[src/rtl/spi_master.sv]
// rtl/spi_master.sv - mode 0, MSB-first SPI initiator with start/busy/done handshake
module spi_master #(
  parameter int DATA_WIDTH = 8,
  parameter int CLK_DIV    = 4,
  parameter int CS_GAP     = 2
) (
  input  logic                  clk,
  input  logic                  rst_n,
  input  logic                  start,
  input  logic [DATA_WIDTH-1:0] tx_data,
  output logic                  busy,
  output logic                  done,
  output logic [DATA_WIDTH-1:0] rx_data,
  output logic                  sclk,
  output logic                  mosi,
  output logic                  ce0,
  input  logic                  miso
);

  localparam int TW = $clog2(CLK_DIV + 1);
  localparam int BW = $clog2(DATA_WIDTH + 1);
  localparam int GW = $clog2(CS_GAP + 1);

  typedef enum logic [2:0] {IDLE, SETUP, SHIFT, HOLD, GAP} state_t;

  state_t                state, state_next;
  logic [TW-1:0]         timer;
  logic [BW-1:0]         bit_cnt;
  logic [GW-1:0]         gap_cnt;
  logic [DATA_WIDTH-2:0] tx_sreg;
  logic [DATA_WIDTH-1:0] rx_sreg;
  logic                  tick, last_bit, gap_end;

  assign tick     = (timer == TW'(CLK_DIV - 1));
  assign last_bit = (bit_cnt == BW'(DATA_WIDTH));
  assign gap_end  = (gap_cnt == GW'(CS_GAP - 1));

  always_comb begin
    state_next = state;
    case (state)
      IDLE:    if (start) state_next = SETUP;
      SETUP:   if (tick) state_next = SHIFT;
      SHIFT:   if (tick && sclk && last_bit) state_next = HOLD;
      HOLD:    if (tick) state_next = GAP;
      GAP:     if (tick && gap_end) state_next = IDLE;
      default: state_next = IDLE;
    endcase
  end

  always_ff @(posedge clk or negedge rst_n) begin
    if (!rst_n) state <= IDLE;
    else        state <= state_next;
  end

  // Every state change out of a timed state lands on a tick, so clearing on
  // tick also restarts the timer on state entry.
  always_ff @(posedge clk or negedge rst_n) begin
    if (!rst_n)                      timer <= '0;
    else if (state == IDLE || tick)  timer <= '0;
    else                             timer <= timer + 1'b1;
  end

  always_ff @(posedge clk or negedge rst_n) begin
    if (!rst_n) begin
      sclk    <= 1'b0;
      mosi    <= 1'b0;
      ce0     <= 1'b1;
      busy    <= 1'b0;
      done    <= 1'b0;
      rx_data <= '0;
      rx_sreg <= '0;
      tx_sreg <= '0;
      bit_cnt <= '0;
      gap_cnt <= '0;
    end else begin
      done <= 1'b0;
      case (state)
        IDLE: if (start) begin
          tx_sreg <= tx_data[DATA_WIDTH-2:0];
          mosi    <= tx_data[DATA_WIDTH-1];
          ce0     <= 1'b0;
          busy    <= 1'b1;
          bit_cnt <= '0;
        end
        SETUP: if (tick) begin
          sclk    <= 1'b1;
          rx_sreg <= {rx_sreg[DATA_WIDTH-2:0], miso};
          bit_cnt <= bit_cnt + 1'b1;
        end
        SHIFT: if (tick) begin
          if (sclk) begin
            sclk <= 1'b0;
            if (!last_bit) begin
              mosi    <= tx_sreg[DATA_WIDTH-2];
              tx_sreg <= tx_sreg << 1;
            end
          end else begin
            sclk    <= 1'b1;
            rx_sreg <= {rx_sreg[DATA_WIDTH-2:0], miso};
            bit_cnt <= bit_cnt + 1'b1;
          end
        end
        HOLD: if (tick) begin
          ce0     <= 1'b1;
          mosi    <= 1'b0;
          done    <= 1'b1;
          rx_data <= rx_sreg;
          gap_cnt <= '0;
        end
        GAP: if (tick) begin
          gap_cnt <= gap_cnt + 1'b1;
          if (gap_end) busy <= 1'b0;
        end
        default: ;
      endcase
    end
  end

endmodule

[config.mk]
export PLATFORM = sky130hd
export DESIGN_NAME = spi_master
export DESIGN_NICKNAME = d
export VERILOG_FILES = /design/src/rtl/spi_master.sv
export SDC_FILE = /design/constraint.sdc
export NUM_CORES = 1
export LEC_CHECK = 0
export ABC_AREA = 1
export CAP_MARGIN = 15
export CORE_MARGIN = 4
export CORE_UTILIZATION = 30
export DETAILED_ROUTE_END_ITERATION = 16
export GPL_ROUTABILITY_DRIVEN = 0
export REMOVE_ABC_BUFFERS = 1
export SLEW_MARGIN = 10
export SYNTH_ARGS = -nofsm -noshare
export SYNTH_HDL_FRONTEND = slang
export SYNTH_SLANG_ARGS = --single-unit
export TNS_END_PERCENT = 30
[constraint.sdc]
create_clock -name clk -period 1.81 [get_ports clk]
set_clock_uncertainty 0.2 [all_clocks]
set_input_delay 0.362 -clock clk [delete_from_list [all_inputs] [get_ports clk]]
set_output_delay 0.362 -clock clk [all_outputs]
set_load 0.02 [all_outputs]
==> Word level (Yosys, flattened, before mapping) <==
Index checks and enable logic that the tools add are counted.
{ "totals": {"input_bits": 12, "elab_cells": 97, "regBits": 40, "out_inout_bits": 13} }
{ "classes": {"mux": 42, "reduce_logical": 22, "eq_ne": 18, "n_addsub": 3} }
{ "ops": {"columns": ["op", "count"], "rows": [
  ["$mux W7", 4],
  ["$mux W8", 3],
  ["$ne A2 B2 Y1 const B", 11],
  ["$mux W3", 6],
  ["$mux W4", 4],
  ["$pmux W8 S2", 1],
  ["$pmux W3 S5", 1],
  ["$reduce_and A5 Y1", 3],
  ["$mux W1", 14],
  ["$pmux W7 S2", 1],
  ["$pmux W4 S3", 1],
  ["$reduce_bool A2 Y1", 5],
  ["$eq A3 B2 Y1 const B", 3],
  ["$reduce_and A3 Y1", 3],
  ["$reduce_and A4 Y1", 2],
  ["$pmux W1 S2", 3],
  ["$reduce_and A6 Y1", 1],
  ["$reduce_bool A3 Y1", 2],
  ["$add A4 B1 Y4 const B", 1],
  ["$eq A4 B4 Y1 const B", 1],
  ["$mux W2", 2],
  ["$pmux W2 S2", 1],
  ["$add A3 B1 Y3 const B", 1],
  ["$eq A3 B1 Y1 const B", 1],
  ["8 further kinds", 10]
]} }

==> Logic depth before layout (Yosys ltp) <==
{ "depth": {"word_depth": 5, "ltp_mapped": 10, "mapped_depth_nobuf": 9} }

==> Worst setup path before layout <==
No wires, ideal clock.
{ "synth_path": {"path_kind": "reg-to-reg", "from": "register timer[0]", "to": "register ce0", "synth_period_minus_slack_ns": 1.654, "n_path_buf": 1, "stages_incl_launch_ff": 9, "t_required_ns": 1.548, "setup_time_ns": 0.062, "slack_ns": 0.156, "arrival_time_ns": 1.392, "cell_sequence": "dfrtp_1 > ha_1 > ha_1 > nand2_1 > buf_2 > inv_2 > o21ai_0 > nand2_1 > nand2_1"} }
{ "synth_via": {"elab_chain_len": 3} }
{ "synth_rtl": {"columns": ["item", "line", "text"], "rows": [
  ["from (decl)", "27", "logic [TW-1:0] timer;"],
  ["from (signal assigned)", "60", "else timer <= timer + 1'b1;"],
  ["$eq A3 B2 Y1", "34", "assign tick = (timer == TW'(CLK_DIV - 1));"],
  ["$ne A2 B2 Y1 (no line)", null, null],
  ["$reduce_and A3 Y1 (no line)", null, null],
  ["to (signal assigned)", "67", "ce0 <= 1'b1;"],
  ["to (signal assigned)", "81", "ce0 <= 1'b0;"],
  ["to (signal assigned)", "104", "ce0 <= 1'b1;"],
  ["to (decl)", "16", "output logic ce0,"]
]} }
No other way between the ends.
A chain may end at the register's enable or synchronous reset.

==> Worst setup path in the final report <==
{ "layout_path": {"from": "register ce0", "to": "output port ce0"} }
No word-level cell between the ends.

==> summary.txt <==
Yosys
  – #FFs+latches synth: 40
  – Post-synth top area share: between 40% and 50%
  – Top cells by area, synth: dfrtp_1 (49%), nand2_1 (19%), ha_1 (3.8%)
  – Synth cell types: 26
  – Gate Count Post-Synth: 238
  – Number of synthesized flops with an enable pin: 0
  – Asr flop ratio synth: 100.0%
  – Commonest cells post-synth: nand2_1 (100), dfrtp_1 (39), inv_1 (20), nand3_1 (14), o21ai_0 (13)
  – Top FF cell, synth: dfrtp_1
  – Xor/xnor share of the synthesized area: 0.8844%
  – Compound-gate portion of the synthesized area: under 10%
  – Post-synthesis sequential area ratio: 50.60%
  – Post-synthesis adder-cell area fraction: under 10%
  – Mapped cell area: approximately 0.0020 mm2
  – Post-synthesis simple-gate area fraction: between 20% and 30%
  – Post-synthesis mux area share: 0%
  – Most common cell in the netlist: nand2_1
  – Avg Cell Area, Syn: between 8 and 9 um2
  – Largest family of logic cells by synthesized area: simple AND/OR/NAND/NOR gates
  – Post-synth top area cell: dfrtp_1
  – YS warnings: 0

Die
  – Row count: 29
  – Initial Utilization: a little under a third
  – Die X: 89.26 um
  – Die Y-Extent: about 90 um
  – Core area: 0.006386 mm2
  – I/O Pins: 25
  – DIE AREA: ~0.008 mm2

Layout
  – Fin util: between 30 and 40%
  – Share of cells above drive strength 1: about 16%
  – Synth-to-Final Area Change: 25.33%
  – Post-layout net count: 292
  – Ant. Diodes: 0

STA
  – Fin. max-slew vios: 0
  – Slew headroom: 71.18%
  – Setup violators final: 0
  – Tightest Pin Transition: between 400 and 500 ps
  – Fmax: approximately 580 MHz
  – Final count of hold timing violations: 0
  – Post-layout min period: 1720 ps
  – Setup TNS Final: 0 ps
  – Period utilization: a little over nine tenths

Setup path
  – Worst Path Required: 1250 ps
  – Worst path slowest cell: dfstp_2
  – CP endpoint kind: output pin
  – Worst Path Arrival: around 1200 ps
  – Buf/Inv on CP: 1
  – CP Class: flop to output pin
  – CP Depth: 1
  – Worst R2R Path Depth: 7
  – Worst Path Max Fanout: 2
  – Worst-path cell chain: dlygate4sd2_1
  – Startpoint Class: flop
  – Max incr delay on CP: between 500 and 600 ps
  – Crit-path leading delay family: flip-flops
  – R2R setup slack: 140 ps

Route
  – Routed wire length: 3848 um
  – DR vias: roughly 1,600
  – WL/cell: about 11 um
  – 1st-iter DRT viols: 36
  – DRC: 0
  – Routed Antenna Nets: 0
  – Vias/cell: about 4.4
  – First-pass detailed-route iteration total: 4

CTS
  – Clock-pin slew on the worst setup and hold paths: around 80 ps
  – Clock Tree Buf Depth: 2
  – Clk_lat worst skew: approximately 300 ps
  – CTS Sinks: 40
  – CTS root buf: clkbuf_8
  – H-tree Lvls: 2
  – CTS tree: built
  – Num CTS Buffers: 5

Run status
  – Outcome: finished clean

Power
  – Peak VDD IR: about 1.0 mV
  – PwrDens: approximately 1500 mW/mm2
  – Leakage power: approximately 1.3 nW

Global route
  – First-pass GRT wire length: 6775 um
  – Largest net degree at the start of global routing: 21
  – All-Layer GR Usage: approximately 11%
  – Initial antenna violation count: 0
  – Vias in the first global route: between 1,500 and 2,000
  – GRT overflow: 0

Placed design
  – Buffers on Ports: 24
  – Placed wire-length estimate: 2815 um

Job
  – Max-cap violations: 0

Hold path
  – Hold depth: 1
  – Hold crit path type: flop to flop
==> timing repair <==
item,in CTS,in global routing
endpoints found under the setup margin,13,15
buffers inserted,0,2
gates resized for setup,13,4
gates cloned,0,0
hold buffers,1,0
hold endpoints to repair,17,0
==> kinds of logic (layout without fill, tap and decap cells) <==
| family | count (synthesis) | count (layout) |
|---|---|---|
| buffers and inverters | 30 | 67 |
| AOI/OAI and AO/OA | 23 | 23 |
| and+or+nand+nor | 137 | 137 |
| xor gates and xnor gates | 2 | 2 |
| adders and majority gates | 6 | 6 |
| DFF | 40 | 40 |
==> cells in the final DEF (no fill, tap or decap), types with 2 or more instances in the layout <==
master,n
buf_4,9
clkbuf_8,5
clkdlybuf4s50_1,10
dfrtp_1,38
dlygate4sd2_1,13
ha_1,5
inv_1,20
inv_2,2
nand2_1,100
nand2_2,4
nand3_1,14
nor2_1,11
nor2_2,2
o21ai_0,13
o21ai_2,7
xor2_1,2
==> layer usage <==
metal	up-vias	track usage, %	part of all wire [%]
met5	-	0	0
met4	0	5.548	2.1
met3	8	2.857	4.8
met2	26	17.68	45
met1	720	13.82	48
li1	808	-	-
==> flip-flops by register name (all words and copies together), names as in the netlist <==
name	count
busy	1
rx_data	8
mosi	1
rx_sreg	8
sclk	1
timer	3
bit_cnt	4
state	3
gap_cnt	2
done	1
tx_sreg	7
ce0	1
==> metrics by stage <==
stage	setup slack (ps)	instances	power [mW]	cell area, um2	hold WS (ps)
3_5_place_dp	29.68	341	3.095	2325	142.6
6_report	90.21	352	3.816	2482	236.2
2_1_floorplan	37.47	232	2.541	1933	-133.6
5_1_grt	-5.152	352	4.177	2482	264.4
4_1_cts	42.78	350	3.813	2434	239.5
3_3_place_gp	51.22	341	3.072	2325	137.4
==> path summary, 6_finish.rpt <==
| kind | to | from |
|---|---|---|
| min | timer[0]$_DFF_PN0_ | timer[0]$_DFF_PN0_ |
| max in group asynchronous | sclk$_DFFE_PN0P_ | rst_n |
| min reg2reg | timer[0]$_DFF_PN0_ | timer[0]$_DFF_PN0_ |
| min in group asynchronous | rx_data[6]$_DFFE_PN0P_ | rst_n |
| max | ce0 | ce0$_DFFE_PN1P_ |
| max reg2reg | state[1]$_DFFE_PN0P_ | bit_cnt[0]$_DFFE_PN0P_ |
==> power by group <==
group | total (mW) | internal [mW] | switching (mW)
Clock | 0.756 | 0.415 | 0.341
Combinational | 1.67 | 0.644 | 1.03
Sequential | 1.39 | 1.20 | 0.192
==> layout make-up <==
cell class	instances	area, um2
sequential	40	1003
clock inverter	3	46.29
inverter	24	97.59
tap	77	96.34
clock buffer	5	68.82
timing repair buffer	35	316.6
multi-input combinational	168	853.3
fill	649	3904
(Power assumes the default switching activity.)
